File: config.mk
export PLATFORM = sky130hd
export DESIGN_NAME = i2s_rx16
export DESIGN_NICKNAME = d
export VERILOG_FILES = /design/src/rtl/i2s_rx16.sv
export SDC_FILE = /design/constraint.sdc
export NUM_CORES = 1
export LEC_CHECK = 0
export ABC_AREA = 1
export CELL_PAD_IN_SITES_DETAIL_PLACEMENT = 1
export CELL_PAD_IN_SITES_GLOBAL_PLACEMENT = 1
export CORE_MARGIN = 2
export CORE_UTILIZATION = 43
export DETAILED_ROUTE_END_ITERATION = 16
export PLACE_DENSITY_LB_ADDON = 0.1
export SYNTH_ARGS = -nofsm -noshare
export SYNTH_HDL_FRONTEND = slang
export SYNTH_SLANG_ARGS = --single-unit
export TNS_END_PERCENT = 20
File: constraint.sdc
create_clock -name CLK -period 1.7 [get_ports CLK]
set_input_delay 0.255 -clock CLK [delete_from_list [all_inputs] [get_ports CLK]]
set_output_delay 0.255 -clock CLK [all_outputs]
set_load 0.03 [all_outputs]
File: src/rtl/i2s_rx16.sv
// rtl/i2s_rx16.sv - I2S slave receiver, 16-bit words, one-bit I2S delay
//
// Purpose:
//   Recovers 16-bit I2S words from external BSCK/LCRK/RXD pins in the CLK
//   domain. Each completed word is presented with its channel tag and a
//   one-cycle rx_valid strobe; slots of illegal length give rx_err instead.
//
// Optional feature macro: I2S_RX_PAIR_EN
//   When defined, left/right words are paired and presented on
//   pair_left/pair_right with a pair_valid strobe.
//
// Ports:
//   CLK        in   system clock
//   RST_n      in   asynchronous active-low reset
//   BSCK       in   external bit clock (asynchronous to CLK)
//   LCRK       in   external word select, 0 = left, 1 = right
//   RXD        in   serial data, changes on falling BSCK
//   rx_data    out  last completed word
//   rx_right   out  channel of rx_data
//   rx_valid   out  one-CLK strobe, rx_data/rx_right updated
//   rx_err     out  one-CLK strobe, slot length illegal, word dropped
//   pair_left  out  (I2S_RX_PAIR_EN) left word of last pair
//   pair_right out  (I2S_RX_PAIR_EN) right word of last pair
//   pair_valid out  (I2S_RX_PAIR_EN) one-CLK strobe, pair updated

module i2s_rx16 #(
  parameter int DATA_W      = 16,
  parameter int SYNC_STAGES = 2,
  parameter int SLOT_MAX    = 32
) (
  input  logic              CLK,
  input  logic              RST_n,
  input  logic              BSCK,
  input  logic              LCRK,
  input  logic              RXD,
  output logic [DATA_W-1:0] rx_data,
  output logic              rx_right,
  output logic              rx_valid,
  output logic              rx_err
`ifdef I2S_RX_PAIR_EN
  ,
  output logic [DATA_W-1:0] pair_left,
  output logic [DATA_W-1:0] pair_right,
  output logic              pair_valid
`endif
);

  // Counter must reach SLOT_MAX+1 so an over-long slot stays distinguishable.
  localparam int CNT_W = $clog2(SLOT_MAX + 2);
  localparam logic [CNT_W-1:0] CNT_ONE  = CNT_W'(1);
  localparam logic [CNT_W-1:0] CNT_DATA = CNT_W'(DATA_W);
  localparam logic [CNT_W-1:0] CNT_MAX  = CNT_W'(SLOT_MAX);
  localparam logic [CNT_W-1:0] CNT_SAT  = CNT_W'(SLOT_MAX + 1);

  // ST_IDLE : nothing seen since reset; the first rise only learns LCRK.
  // ST_SYNC : LCRK level known, waiting for the first slot boundary.
  // ST_RUN  : a slot started at a seen boundary; its close may be emitted.
  // Priming on the first rise keeps a slot that was cut by reset from being
  // judged at the next boundary, so nothing is reported for it.
  typedef enum logic [1:0] {
    ST_IDLE = 2'd0,
    ST_SYNC = 2'd1,
    ST_RUN  = 2'd2
  } state_t;

  state_t state, state_nxt;

  logic [SYNC_STAGES-1:0] bsck_sync;
  logic [SYNC_STAGES-1:0] lrck_sync;
  logic [SYNC_STAGES-1:0] rxd_sync;
  logic                   bsck_dly;

  logic                   rise;
  logic                   lr;
  logic                   d;

  logic [CNT_W-1:0]       bit_cnt, cnt_nxt;
  logic [DATA_W-1:0]      shift_reg, shift_nxt;
  logic                   lr_prev, lr_prev_nxt;
  logic                   close_ok;
  logic                   close_bad;

  // Identical chains keep the three pins mutually aligned after
  // synchronisation. bsck_dly is reset high with the chain so a pin that is
  // already high at reset release is not mistaken for a rise.
  always_ff @(posedge CLK or negedge RST_n) begin
    if (!RST_n) begin
      bsck_sync <= '1;
      lrck_sync <= '1;
      rxd_sync  <= '0;
      bsck_dly  <= 1'b1;
    end else begin
      bsck_sync <= {bsck_sync[SYNC_STAGES-2:0], BSCK};
      lrck_sync <= {lrck_sync[SYNC_STAGES-2:0], LCRK};
      rxd_sync  <= {rxd_sync[SYNC_STAGES-2:0], RXD};
      bsck_dly  <= bsck_sync[SYNC_STAGES-1];
    end
  end

  assign rise = bsck_sync[SYNC_STAGES-1] & ~bsck_dly;
  assign lr   = lrck_sync[SYNC_STAGES-1];
  assign d    = rxd_sync[SYNC_STAGES-1];

  always_ff @(posedge CLK or negedge RST_n) begin
    if (!RST_n) begin
      state     <= ST_IDLE;
      bit_cnt   <= '0;
      shift_reg <= '0;
      lr_prev   <= 1'b0;
    end else begin
      state     <= state_nxt;
      bit_cnt   <= cnt_nxt;
      shift_reg <= shift_nxt;
      lr_prev   <= lr_prev_nxt;
    end
  end

  always_comb begin
    state_nxt   = state;
    cnt_nxt     = bit_cnt;
    shift_nxt   = shift_reg;
    lr_prev_nxt = lr_prev;
    close_ok    = 1'b0;
    close_bad   = 1'b0;
    if (rise) begin
      if (state == ST_IDLE) begin
        lr_prev_nxt = lr;
        cnt_nxt     = '0;
        state_nxt   = ST_SYNC;
      end else if (lr != lr_prev) begin
        // Slot boundary: judge the slot that just ended. bit_cnt excludes the
        // delay bit, so slot length = bit_cnt + 1.
        if (state == ST_RUN) begin
          if ((bit_cnt >= CNT_DATA) && (bit_cnt <= CNT_MAX)) begin
            close_ok = 1'b1;
          end else begin
            close_bad = 1'b1;
          end
        end
        // This rise carries the delay bit; its data is discarded.
        cnt_nxt     = '0;
        lr_prev_nxt = lr;
        state_nxt   = ST_RUN;
      end else begin
        if (bit_cnt != CNT_SAT) begin
          cnt_nxt = bit_cnt + CNT_ONE;
        end
        // Only the first DATA_W bits after the delay bit are kept; padding
        // bits beyond them leave the word untouched.
        if ((cnt_nxt >= CNT_ONE) && (cnt_nxt <= CNT_DATA)) begin
          shift_nxt = {shift_reg[DATA_W-2:0], d};
        end
      end
    end
  end

  always_ff @(posedge CLK or negedge RST_n) begin
    if (!RST_n) begin
      rx_data  <= '0;
      rx_right <= 1'b0;
      rx_valid <= 1'b0;
      rx_err   <= 1'b0;
    end else begin
      rx_valid <= close_ok;
      rx_err   <= close_bad;
      if (close_ok) begin
        rx_data  <= shift_reg;
        rx_right <= lr_prev;
      end
    end
  end

`ifdef I2S_RX_PAIR_EN
  logic              held_valid;
  logic [DATA_W-1:0] held_left;

  // A left word waits here for its right partner. Anything that breaks the
  // left-then-right order (an error, or a right word with nothing held)
  // discards the waiting word.
  always_ff @(posedge CLK or negedge RST_n) begin
    if (!RST_n) begin
      held_valid <= 1'b0;
      held_left  <= '0;
      pair_left  <= '0;
      pair_right <= '0;
      pair_valid <= 1'b0;
    end else begin
      pair_valid <= 1'b0;
      if (close_ok) begin
        if (!lr_prev) begin
          held_left  <= shift_reg;
          held_valid <= 1'b1;
        end else begin
          if (held_valid) begin
            pair_left  <= held_left;
            pair_right <= shift_reg;
            pair_valid <= 1'b1;
          end
          held_valid <= 1'b0;
        end
      end else if (close_bad) begin
        held_valid <= 1'b0;
      end
    end
  end
`endif

endmodule

==> flow_summary_export.csv, run 1 <==
group,metric,value,unit
finish,final_cell_area,0.00294,sq mm
synth,netlist_instances,228,
global_routing,antenna_found_initial,0,
detailed_routing,wl_per_cell,16.5,um
clocking,cts.sinks,51,
timing,rsz0062_at_grt,"yes",
die,core_area,0.00504,sq mm
die,start_util,0.439,
synth,async_flop_share,1.00,
placed_design,dp_hpwl,3400,um
finish,area_delta_synth_final,32.7,%
timing,fmax,601,MHz
global_routing,grt_max_degree,41,
pwr,pwr_density_cell,1030,mW/mm^2
die,rows,26,
worst_setup_path,cp-start-kind,"flop",
clocking,tritoncts,"yes",
synth,synth_cell_types,30,
pwr,peakVddDrop,0.690,mV
synth,syn_area,0.00221,sq mm
pwr,leakage,1.42,nW
timing,relSlewSlack,0.789,
timing,finalCritPeriodShare,0.978,
clocking,h-tree-depth,2,
clocking,clk_path_buf_depth,2,
synth,ys_ff_latch,51,
global_routing,grt_first_pass_wirelength,8310,um
min_path,hold_class,"input pin to flop",
clocking,clk_latency,300,ps
global_routing,gr-total-overflow,0,
finish,final_net_count,283,
global_routing,first_global_vias,1648,
detailed_routing,dr.pass1.iters,5,
timing,slew_violations,0,
detailed_routing,ant_nets,0,
detailed_routing,drtIter0Drc,59,
synth,synth_top_area_frac,0.520,
synth,synth_edf_count,0,
worst_setup_path,crit_fanout,8,
clocking,numCtsBuffers,5,
synth,avgSynthCellArea,9.71,sq um
synth,synth_top_cell_by_area,"dfrtp_1",
synth,syn_nets,237,
timing,finalSetupViolCount,0,
detailed_routing,via_count,1755,
timing,tightest_slew,315,ps
synth,synth_warnings,0,
worst_setup_path,path_class,"flop to flop",
die,ios,24,
worst_setup_path,worst_ep_arrival_time,1860,ps
finish,drive_above_1_share,0.309,
job,max_cap_violations,0,
detailed_routing,via_per_inst,5.09,
global_routing,track_usage,0.196,
clocking,path_clk_slew,90,ps
die,die_w,75.7,um
outcome,status,"finished, final reports clean",
synth,ys.flop_type,"dfrtp_1",
worst_setup_path,end_kind,"flop",
die,dieArea,0.00574,sq mm
timing,fin_tns_setup,0,ps
die,dieHeight,75.7,um
timing,hold_viol,0,
synth,ys_top_cells_by_count,"nand2_1 (94), dfrtp_1 (46), nand4_1 (19)",
synth,ys_top_cells_by_area,"dfrtp_1 (52%), nand2_1 (16%), dfstp_2 (5.9%)",
clocking,cts_root_buf,"clkbuf_8",
worst_setup_path,cp.required,1900,ps
timing,finalClockSkew,2.93,ps
placed_design,place_congestion,0.842,
finish,n_antenna_cell,0,
synth,ys_seq_area_frac,0.579,
detailed_routing,drc,0,
synth,synth_most_common_cell,"nand2_1",
placed_design,dpl_cell_area,0.00258,sq mm
timing,period_needed,1660,ps
detailed_routing,totalWireLength,5700,um
placed_design,port_buffers,23,
cells in the final DEF (no fill, tap or decap), types with 2 or more instances in the layout:
| cell | n |
|---|---|
| buf_4 | 16 |
| buf_6 | 5 |
| clkbuf_8 | 6 |
| clkdlybuf4s50_1 | 22 |
| dfrtp_1 | 42 |
| dfrtp_2 | 4 |
| dfstp_2 | 5 |
| ha_4 | 3 |
| inv_1 | 7 |
| inv_4 | 3 |
| nand2_1 | 78 |
| nand2_2 | 21 |
| nand2_4 | 2 |
| nand3_1 | 5 |
| nand3_4 | 3 |
| nand4_1 | 19 |
| nor2_1 | 3 |
| nor2_4 | 4 |
| o21ai_0 | 6 |
| o22ai_1 | 3 |
final timing paths:
kind                                        start                   endpoint  slack (ps)  cells after the start
max in group asynchronous                   RST_n     bit_cnt[0]$_DFFE_PN0P_         770                      3
min in group asynchronous                   RST_n       rx_right$_DFFE_PN0P_         420                      2
max                        bit_cnt[0]$_DFFE_PN0P_  shift_reg[12]$_DFFE_PN0P_          40                     10
min reg2reg                 rxd_sync[0]$_DFF_PN0_      rxd_sync[1]$_DFF_PN0_         360                      0
max reg2reg                bit_cnt[0]$_DFFE_PN0P_  shift_reg[12]$_DFFE_PN0P_          40                     10
min                                          LCRK     lrck_sync[0]$_DFF_PN1_         350                      1
metrics by stage:
stage	instances	worst slack, ps	hold WS [ps]	total power, W	util
3_3_place_gp	327	32.4	151	0.00198	0.512
2_1_floorplan	228	104	-40.6	0.00180	-
6_report	345	36.9	347	0.00302	0.582
3_5_place_dp	327	16.3	154	0.00200	0.512
4_1_cts	337	-0.727	335	0.00276	0.535
5_1_grt	345	-43.6	336	0.00317	0.582
where the power goes:
| group | internal [W] | switching (W) |
|---|---|---|
| Combinational | 0.000320 | 0.000426 |
| Sequential | 0.00136 | 0.000180 |
| Clock | 0.000334 | 0.000400 |
| Total | 0.00201 | 0.00101 |
per-layer routing:
layer  track usage  vias to the layer above  wire (um)
met4        0.0702                        0        102
li1              -                      835          -
met5             0                        -          0
met2         0.292                       31       2790
met1         0.286                      878       2650
met3        0.0357                       11        162
cell families after synthesis:
group	count (synthesis)	share of synthesized area
AND/OR/NAND/NOR	140	0.306
flip-flops	51	0.579
buffers and inverters	19	0.0469
AO/OA/AOI/OAI	12	0.0339
adder cells (fa/ha/maj)	4	0.0226
XOR/XNOR	2	0.0113
layout make-up:
| type | count | area (sq um) |
|---|---|---|
| timing repair buffer | 46 | 432 |
| fill | 579 | 2110 |
| clock inverter | 1 | 8.76 |
| sequential | 51 | 1290 |
| tap | 70 | 87.6 |
| clock buffer | 7 | 86.3 |
| multi-input combinational | 159 | 986 |
| inverter | 11 | 48.8 |
worst max-delay path, stage by stage (launching register included):
cell and delay [ps]:
dfrtp_2 500, inv_4 70, ha_4 240, inv_2 50, nand2_2 60, nand2_2 90, nand2_2 70, nand2_4 110
nand3_4 180, nand2_2 110, nand2_1 50
repair_timing:
item                       in CTS  in global routing
hold endpoints to repair        6                  0
resized for setup               0                 46
setup buffers                   1                  7
hold buffers                    1                  0
cloned                          0                  1
setup endpoints to repair       5                 33
pin swaps                       0                 13
Power figures use the tool's default switching activity.
==> run 2, diff against run 1 <==
Settings changed: CTS_CLUSTER_DIAMETER from default to 40, GPL_TIMING_DRIVEN from default to 0.
==> run 2 against run 1 <==
The flow now finishes with violations (setup timing). Hold slack improved by 1.6 ps. Clock power is 6.9% lower. Largest cell class unchanged. Global-route usage about the same.
==> flow_summary_export.csv, run 2 (same netlist as run 1, synthesis figures left out) <==
group,metric,value,unit
timing,finalCritPeriodShare,1.01,
clocking,clk_path_buf_depth,2,
global_routing,grt_first_pass_wirelength,8350,um
worst_setup_path,r2r_slack,-20,ps
die,start_util,0.439,
worst_setup_path,reg2reg_depth,9,
finish,n_antenna_cell,0,
pwr,pwr_density_cell,1000,mW/mm^2
pwr,leakage,1.43,nW
die,rows,26,
global_routing,antenna_found_initial,0,
global_routing,met2_usage,0.326,
finish,layout.cells.non_filler,346,
die,dieArea,0.00574,sq mm
detailed_routing,via_per_inst,5.01,
job,max_cap_violations,0,
worst_setup_path,r2r-start,"bit_cnt[1]$_DFFE_PN0P_",
timing,period_needed,1720,ps
timing,layout_setup_ws,-20.6,ps
placed_design,dp_hpwl,3400,um
clocking,h-tree-depth,2,
die,die_w,75.7,um
clocking,path_clk_slew,90,ps
global_routing,use_met1,0.254,
global_routing,first_global_vias,1797,
global_routing,gr-total-overflow,0,
worst_setup_path,worst_ep_arrival_time,1920,ps
timing,fin_tns_setup,-71.0,ps
worst_setup_path,path_class,"flop to flop",
clocking,numCtsBuffers,5,
die,ios,24,
die,core_area,0.00504,sq mm
finish,layout_common_cells,"nand2_1 (78), dfrtp_1 (45), clkdlybuf4s50_1 (22), nand4_1 (19), nand2_2 (18)",
timing,hold_viol,0,
detailed_routing,wl_per_cell,16.6,um
clocking,cts.sinks,51,
outcome,violations,"setup timing",
worst_setup_path,startpoint,"bit_cnt[1]$_DFFE_PN0P_",
detailed_routing,dr.pass1.iters,4,
die,dieHeight,75.7,um
pwr,peakVddDrop,0.451,mV
placed_design,port_buffers,23,
min_path,hold_class,"input pin to flop",
timing,fmax,581,MHz
worst_setup_path,endpoint,"shift_reg[2]$_DFFE_PN0P_",
detailed_routing,ant_nets,0,
worst_setup_path,end_kind,"flop",
detailed_routing,via_count,1734,
placed_design,place_congestion,0.788,
timing,finalClockSkew,5.04,ps
timing,relSlewSlack,0.661,
finish,final_net_count,284,
clocking,tritoncts,"yes",
detailed_routing,drc,0,
global_routing,grt_util_met3,0.0397,
worst_setup_path,crit_fanout,8,
worst_setup_path,cp-start-kind,"flop",
worst_setup_path,r2r-end,"shift_reg[2]$_DFFE_PN0P_",
clocking,cts_root_buf,"clkbuf_8",
clocking,clk_latency,310,ps
finish,final_common_cell,"nand2_1",
timing,tightest_slew,509,ps
detailed_routing,totalWireLength,5740,um
outcome,status,"complete, but fails checks",
placed_design,dp.cells,322,
timing,finalSetupViolCount,6,
timing,rsz0062_at_grt,"yes",
global_routing,track_usage,0.195,
global_routing,grt_max_degree,33,
finish,area_delta_synth_final,33.2,%
detailed_routing,drtIter0Drc,72,
worst_setup_path,cp.required,1900,ps
finish,drive_above_1_share,0.290,
global_routing,busiest_layer,"met2",
timing,slew_violations,0,
## run 2: per-layer routing
metal  up-vias  wire length (um)
met5         -                 0
met4         0               116
met3        11               173
met2        34              3070
met1       851              2390
li1        838                 -
## run 2: how the worst min path moves through the flow
stage                                     start                     end  cells past startpoint  slack (ps)
after detailed placement                  RST_n  bit_cnt[3]$_DFFE_PN0P_                      1         240
final                                      LCRK  lrck_sync[0]$_DFF_PN1_                      1         350
after floorplan                           RST_n  bit_cnt[0]$_DFFE_PN0P_                      0         -40
after global placement    rxd_sync[0]$_DFF_PN0_   rxd_sync[1]$_DFF_PN0_                      0         330
after CTS                                  BSCK  bsck_sync[0]$_DFF_PN1_                      1         350
after global routing                       BSCK  bsck_sync[0]$_DFF_PN1_                      1         340
## run 2: metrics by stage
step | util | area [sq um] | power (W) | setup slack [ps] | hold WS [ps]
floorplan | - | 2210 | 0.00180 | 104 | -40.6
global placement | 0.502 | 2530 | 0.00193 | -1150 | 334
detailed placement | 0.505 | 2550 | 0.00196 | -186 | 235
CTS | 0.535 | 2700 | 0.00271 | -4.27 | 347
global route | 0.585 | 2950 | 0.00309 | -102 | 344
finish | 0.585 | 2950 | 0.00295 | -20.6 | 349
## run 2: report_power, final
part	leakage, nW	switching [W]	internal, W
Combinational	0.713	0.000430	0.000324
Sequential	0.676	0.000155	0.00136
Clock	0.0422	0.000393	0.000290
## run 2: final cells by class
cell class,count,area (sq um)
buffer,7,71.3
clock buffer,7,76.3
clock inverter,1,5.00
fill,573,2090
inverter,11,46.3
multi-input combinational,159,997
sequential,51,1280
tap,70,87.6
timing repair buffer,40,380
## run 2: what timing repair did
action | in CTS | in global routing
gates cloned | 0 | 1
endpoints found under the setup margin | 27 | 33
hold buffers | 1 | 0
endpoints found under the hold margin | 14 | 0
setup buffers | 5 | 10
resized for setup | 11 | 37
pin swaps | 4 | 11
## run 2: worst max-delay path, cell delays in order, from the launching register on
cell     delay (ps)
dfrtp_1         450
inv_2           150
ha_4            170
nand4_1         150
nand2_2         120
nand2_2          70
nand2_4         140
nand3_4         170
nand2_2         120
nand2_2          50
